[src/rtl/mac_pkg.sv]
// Shared definitions for the offset multiply-add pipeline and its consumers.
package mac_pkg;

    // Accept edge to out_valid, counted in rising edges with no stall.
    localparam int MAC_LAT = 4;

    // Offset added to every product-sum unless a different one is configured.
    localparam logic [15:0] DEFAULT_OFFSET = 16'h004E;

    // Result width of the default configuration.
    localparam int MAC_RES_W = 16;

    // One result beat as seen by a downstream consumer.
    typedef struct packed {
        logic [MAC_RES_W-1:0] g;
        logic                 ovf;
        logic                 acc_flag;
    } mac_result_t;

endpackage

[src/rtl/mac_offset_pipe_sat_add.sv]
// (OUT_W+1)-bit unsigned add. The carry into bit OUT_W is reported as ovf.
// The result either wraps to OUT_W bits or clamps to all-ones.
module sat_add #(
    parameter int OUT_W  = 16,
    parameter int SAT_EN = 0
) (
    input  logic [OUT_W:0]   x,
    input  logic [OUT_W:0]   y,
    output logic [OUT_W-1:0] sum,
    output logic             ovf
);

    logic [OUT_W:0] r;

    // Wide sum; any overflow beyond OUT_W bits is flagged and then wrapped or clamped.
    always_comb begin
        r   = x + y;
        ovf = r[OUT_W];
        if ((SAT_EN != 0) && r[OUT_W]) begin
            sum = '1;
        end else begin
            sum = r[OUT_W-1:0];
        end
    end

endmodule

[src/rtl/mac_offset_pipe.sv]
// Four-stage pipelined g = a*b + c + OFFSET with an optional running accumulate.
//
// Handshake: a beat transfers on the input when in_valid && in_ready, and on the
// output when out_valid && out_ready. Every stage moves together when
// adv = !out_valid || out_ready and holds otherwise. in_ready is adv.
module mac_offset_pipe
    import mac_pkg::*;
#(
    parameter int               DATA_W = 8,
    parameter int               OUT_W  = 16,
    parameter logic [OUT_W-1:0] OFFSET = OUT_W'(DEFAULT_OFFSET),
    parameter int               SAT_EN = 0
) (
    input  logic              clk,
    input  logic              reset,
    input  logic              in_valid,
    output logic              in_ready,
    input  logic              in_acc,
    input  logic [DATA_W-1:0] a,
    input  logic [DATA_W-1:0] b,
    input  logic [DATA_W-1:0] c,
    output logic              out_valid,
    input  logic              out_ready,
    output logic [OUT_W-1:0]  g,
    output logic              out_ovf
);

    localparam int PW  = 2 * DATA_W;
    localparam int OW1 = OUT_W + 1;

    logic adv;

    // S1: product, c and the accumulate flag travel together.
    logic              v1;
    logic [PW-1:0]     p1;
    logic [DATA_W-1:0] c1;
    logic              acc1;

    // S2: product plus c.
    logic              v2;
    logic [OW1-1:0]    s2;
    logic              acc2;

    // S3: plus the constant offset.
    logic              v3;
    logic [OW1-1:0]    t3;
    logic              acc3;

    // S4: output register and the running accumulator.
    logic              v4;
    logic [OUT_W-1:0]  g4;
    logic              ovf4;
    logic [OUT_W-1:0]  acc_q;

    logic [OW1-1:0]    add_x;
    logic [OUT_W-1:0]  sum4;
    logic              ovf_d;

    assign adv       = !v4 || out_ready;
    assign in_ready  = adv;
    assign out_valid = v4;
    assign g         = g4;
    assign out_ovf   = ovf4;

    // An in_acc=0 beat ignores the accumulator, which restarts the chain.
    always_comb begin
        add_x = '0;
        if (acc3) begin
            add_x = {1'b0, acc_q};
        end
    end

    sat_add #(
        .OUT_W  (OUT_W),
        .SAT_EN (SAT_EN)
    ) u_sat_add (
        .x   (add_x),
        .y   (t3),
        .sum (sum4),
        .ovf (ovf_d)
    );

    // Stage registers: all shift on adv, bubbles included; reset clears every valid.
    always_ff @(posedge clk) begin
        if (reset) begin
            v1    <= 1'b0;
            p1    <= '0;
            c1    <= '0;
            acc1  <= 1'b0;
            v2    <= 1'b0;
            s2    <= '0;
            acc2  <= 1'b0;
            v3    <= 1'b0;
            t3    <= '0;
            acc3  <= 1'b0;
            v4    <= 1'b0;
            g4    <= '0;
            ovf4  <= 1'b0;
            acc_q <= '0;
        end else if (adv) begin
            v1   <= in_valid;
            p1   <= PW'(a) * PW'(b);
            c1   <= c;
            acc1 <= in_acc;

            v2   <= v1;
            s2   <= OW1'(p1) + OW1'(c1);
            acc2 <= acc1;

            v3   <= v2;
            t3   <= s2 + OW1'(OFFSET);
            acc3 <= acc2;

            v4   <= v3;
            // Output and accumulator only change when a real beat enters S4.
            if (v3) begin
                g4    <= sum4;
                ovf4  <= ovf_d;
                acc_q <= sum4;
            end
        end
    end

endmodule

[config.mk]
export PLATFORM = sky130hd
export DESIGN_NAME = mac_offset_pipe
export DESIGN_NICKNAME = d
export VERILOG_FILES = /design/src/rtl/mac_pkg.sv /design/src/rtl/mac_offset_pipe_sat_add.sv /design/src/rtl/mac_offset_pipe.sv
export SDC_FILE = /design/constraint.sdc
export NUM_CORES = 1
export LEC_CHECK = 0
export ABC_CLOCK_PERIOD_IN_PS = 9690
export BUFFER_PORTS_ARGS = -buffer_cell sky130_fd_sc_hd__buf_4
export CORE_MARGIN = 3
export CORE_UTILIZATION = 35
export DETAILED_ROUTE_END_ITERATION = 12
export SETUP_SLACK_MARGIN = 0.1
export SYNTH_ARGS = -nofsm -noshare
export SYNTH_HDL_FRONTEND = slang
export SYNTH_SLANG_ARGS = --single-unit
[constraint.sdc]
create_clock -name clk -period 9.69 [get_ports clk]
set_input_delay 1.4535 -clock clk [delete_from_list [all_inputs] [get_ports clk]]
set_output_delay 1.4535 -clock clk [all_outputs]
set_load 0.05 [all_outputs]
==> results.md <==
- Total nets after synthesis: 914
- Synth top area share: 0.2549
- GRT Util Overall: 0.1414
- Synth async-reset ratio: 0
- EDFF count, synth: 0
- Reg2reg setup slack: 6.92 ns
- RePlAce Congestion: 0.8487
- Total CTS buffers: 9
- Synth Register Bits: 82
- RSZ-0062 raised after global routing: false
- Layout fillers: 1865
- Top FF cell, synth: dfxtp_1
- Routed WL: 13590 um
- Drt wl/cell: 12.98 um
- VDD IR max: 0.0001002 V
- Finished Layout Cells: 1047
- Worst setup SP type: input pin
- Leak Pwr: 3.271 nW
- Vias/cell: 4.988
- N_diodes: 0
- DRT antenna net count: 0
- Final setup fails: 0
- Warnings, synthesis: 0
- # IOs: 48
- Clock tree from TritonCTS: yes
- Tcrit/Tclk final: 0.5556
- Distinct cell type count of the synthesized netlist: 56
- Syn Inst Count: 786
- Sequential area share after synthesis: 0.2549
- CP Capture Type: register
- Largest area contributor in the netlist: dfxtp_1
- Initial antenna violation count: 0
- Post-detail-place hpwl: 10230 um
- WS Path Type: in2reg
- Worst relative slew slack: 0.4053
- Final Critical Period: 5.384 ns
- Starting DRT DRC Count: 224
- Die Span Y: 141.6 um
- H-Tree Depth: 3
- Synthesized-area fraction occupied by xor and xnor cells: 0.05032
- Mux share of post-synthesis cell area: 0.001554
- Die area: 20060 um^2
- Nets: 945
- Pwr Density: 182.0 nW/um^2
- Worst Hold Class: reg2reg
- Main combinational cell family by area after synthesis: adder cells
- Root buffer cell: clkbuf_16
- Vias post-DR: 5222
- Hold buffers post-CTS: 0
- # port buffers: 47
- Largest cells by area after synthesis: dfxtp_1 (25%), ha_1 (12%), fa_1 (12%), nand2_1 (6.8%), and2_1 (6.3%)
- Critical path arrival: 5.63 ns
- Initial Util: 0.3647
- Clock tree buffer depth: 2
- Sinks on Clock Net: 82
- P&R area growth vs syn: 13.99%
- Mean post-synth cell area: 8.193 um^2
- GRT overflow: 0
- Status: finished, final reports clean
- Post-Synth Adder-Cell Area: 0.2366
- Clk slew on worst S/H paths: 0.06 ns
- Critical Path Fanout Max: 8
- Post-CTS setup buffers: 0
- Syn Std Cell Area: 6440 um^2
- First-pass GRT wire length: 23930 um
- FMAX: 0.1857 GHz
- Worst Tran Pin Value: 0.8920 ns
- Clk_lat worst skew: 0.34 ns
- Number of global-route vias before repair: 5106
- # DRC: 0
- Final Skew: 0.007939 ns
- Share of layout cells above drive strength 1: 0.09489
- Largest net degree at the start of global routing: 86
- Post-synthesis compound-gate area fraction: 0.1770
- Max-cap check violation count: 0
- WP data required: 9.94 ns
- Horiz. Die Dim: 141.6 um
- Inst Count DP: 1031
- Post_cts resized: 0
- Core area: 17660 um^2
- Simple-Gate Fraction of Synth Area: 0.2260
- Std-Cell Rows: 48
- Count of final max-slew check failures: 0
- TritonRoute pass-1 iters: 4
- Hold Fails Final Rpt: 0
- Final setup TNS: 0 ns
-- metal layers --
metal  vias up  routed length [um]  GRT usage
met3        16                 364    0.02258
met5         -                   0          0
met2        66                6415     0.2421
li1       2737                   -          -
met1      2403                6627     0.1846
met4         0                 182    0.04040
-- worst max-delay path, stage by stage --
cell and delay (ns):
buf_4 0.14, and2_1 0.17, fa_1 0.57, fa_1 0.45, fa_1 0.54, inv_1 0.05, fa_1 0.52, inv_1 0.04
ha_1 0.38, a2111oi_0 0.39, o21ai_1 0.15, a41oi_1 0.32, o21ai_1 0.11, xnor2_1 0.13, a211oi_1 0.21
-- synthesized netlist by cell type (2+ instances only) --
cell type  count
dfxtp_1       82
a21oi_1       62
inv_1         62
fa_1          38
xor2_1        17
a211oi_1      28
o21ai_0       25
xnor2_1       20
o211ai_1       9
a211o_1        2
a22o_1         2
nand3b_1       5
o31a_1         2
a31oi_1        5
nor3b_1        2
o21ai_1        6
and2_1        65
o21a_1         6
o22ai_1        2
nor2_1        54
or3_1          6
buf_1          2
nand2b_1       7
o21ai_2        3
nand2_1      116
nand4_1        5
a2111oi_0      2
nor2b_1        7
o21bai_1       2
o2111ai_1      2
a21o_1         5
nand3_1        8
nor3_1        11
and3_1         3
ha_1          61
or4_1          2
clkbuf_1      27
o31ai_1        2
a311oi_1       4
-- layout by cell type, fill, tap and decap left out, types with 6 or more instances in the layout --
master,count
xnor2_1,20
dfxtp_1,82
nand2_1,116
ha_1,61
clkbuf_16,9
a21oi_1,62
a211oi_1,28
o211ai_1,9
xor2_1,17
or3_1,6
and2_1,65
nor2b_1,6
o21ai_0,25
nor3_1,11
buf_4,49
nor2_1,54
o21ai_1,6
nand3_1,8
o21a_1,6
nand2b_1,7
fa_1,38
inv_1,62
-- worst paths after layout --
| kind | end | depth (start not counted) | from |
|---|---|---|---|
| worst max-delay path | p1[14] | 15 | a[5] |
| worst min-delay path | acc2 | 2 | acc2 |
| worst max register to register | acc_q[10] | 10 | acc3 |
| worst min register to register | acc2 | 2 | acc2 |
-- layout make-up --
type	instances	area [um^2]	area share
clock buffer	11	252.7	0.03443
timing repair buffer	49	367.9	0.05011
inverter	63	236.5	0.03221
multi-input combinational	612	4461	0.6076
sequential	82	1642	0.2236
clock inverter	5	100.1	0.01364
tap	225	281.5	0.03835
-- flip-flops by register name, indices dropped and copies added (netlist names), 8 cells and up --
name / count
acc_q: 16
c1: 8
t3: 17
s2: 17
p1: 16
-- through the flow --
step	instance area (um^2)	util	hold slack, ns	power [mW]	worst slack [ns]
2_1_floorplan	6440	-	0.4321	0.8368	4.328
3_3_place_gp	6988	0.3958	0.4420	0.9351	4.034
3_5_place_dp	6988	0.3958	0.4494	0.9422	3.983
4_1_cts	7341	0.4157	0.4559	1.349	4.332
5_1_grt	7341	0.4157	0.4687	1.442	4.168
6_report	7341	0.4157	0.4491	1.336	4.306
-- cells by family (layout without fill, tap and decap cells) --
family,count (synthesis),in the layout
multiplexers,1,1
flip-flops,82,82
adder cells (fa/ha/maj),99,99
buffers and inverters,92,128
AND/OR/NAND/NOR,299,299
XOR/XNOR,37,37
AO/OA/AOI/OAI,176,176
-- where the power goes --
part | switching [mW] | internal [mW] | leakage (nW)
clock | 0.135 | 0.265 | 0.176
sequential | 0.0422 | 0.387 | 0.674
combinational | 0.276 | 0.230 | 2.42
total | 0.453 | 0.883 | 3.27
(Power assumes the default switching activity.)
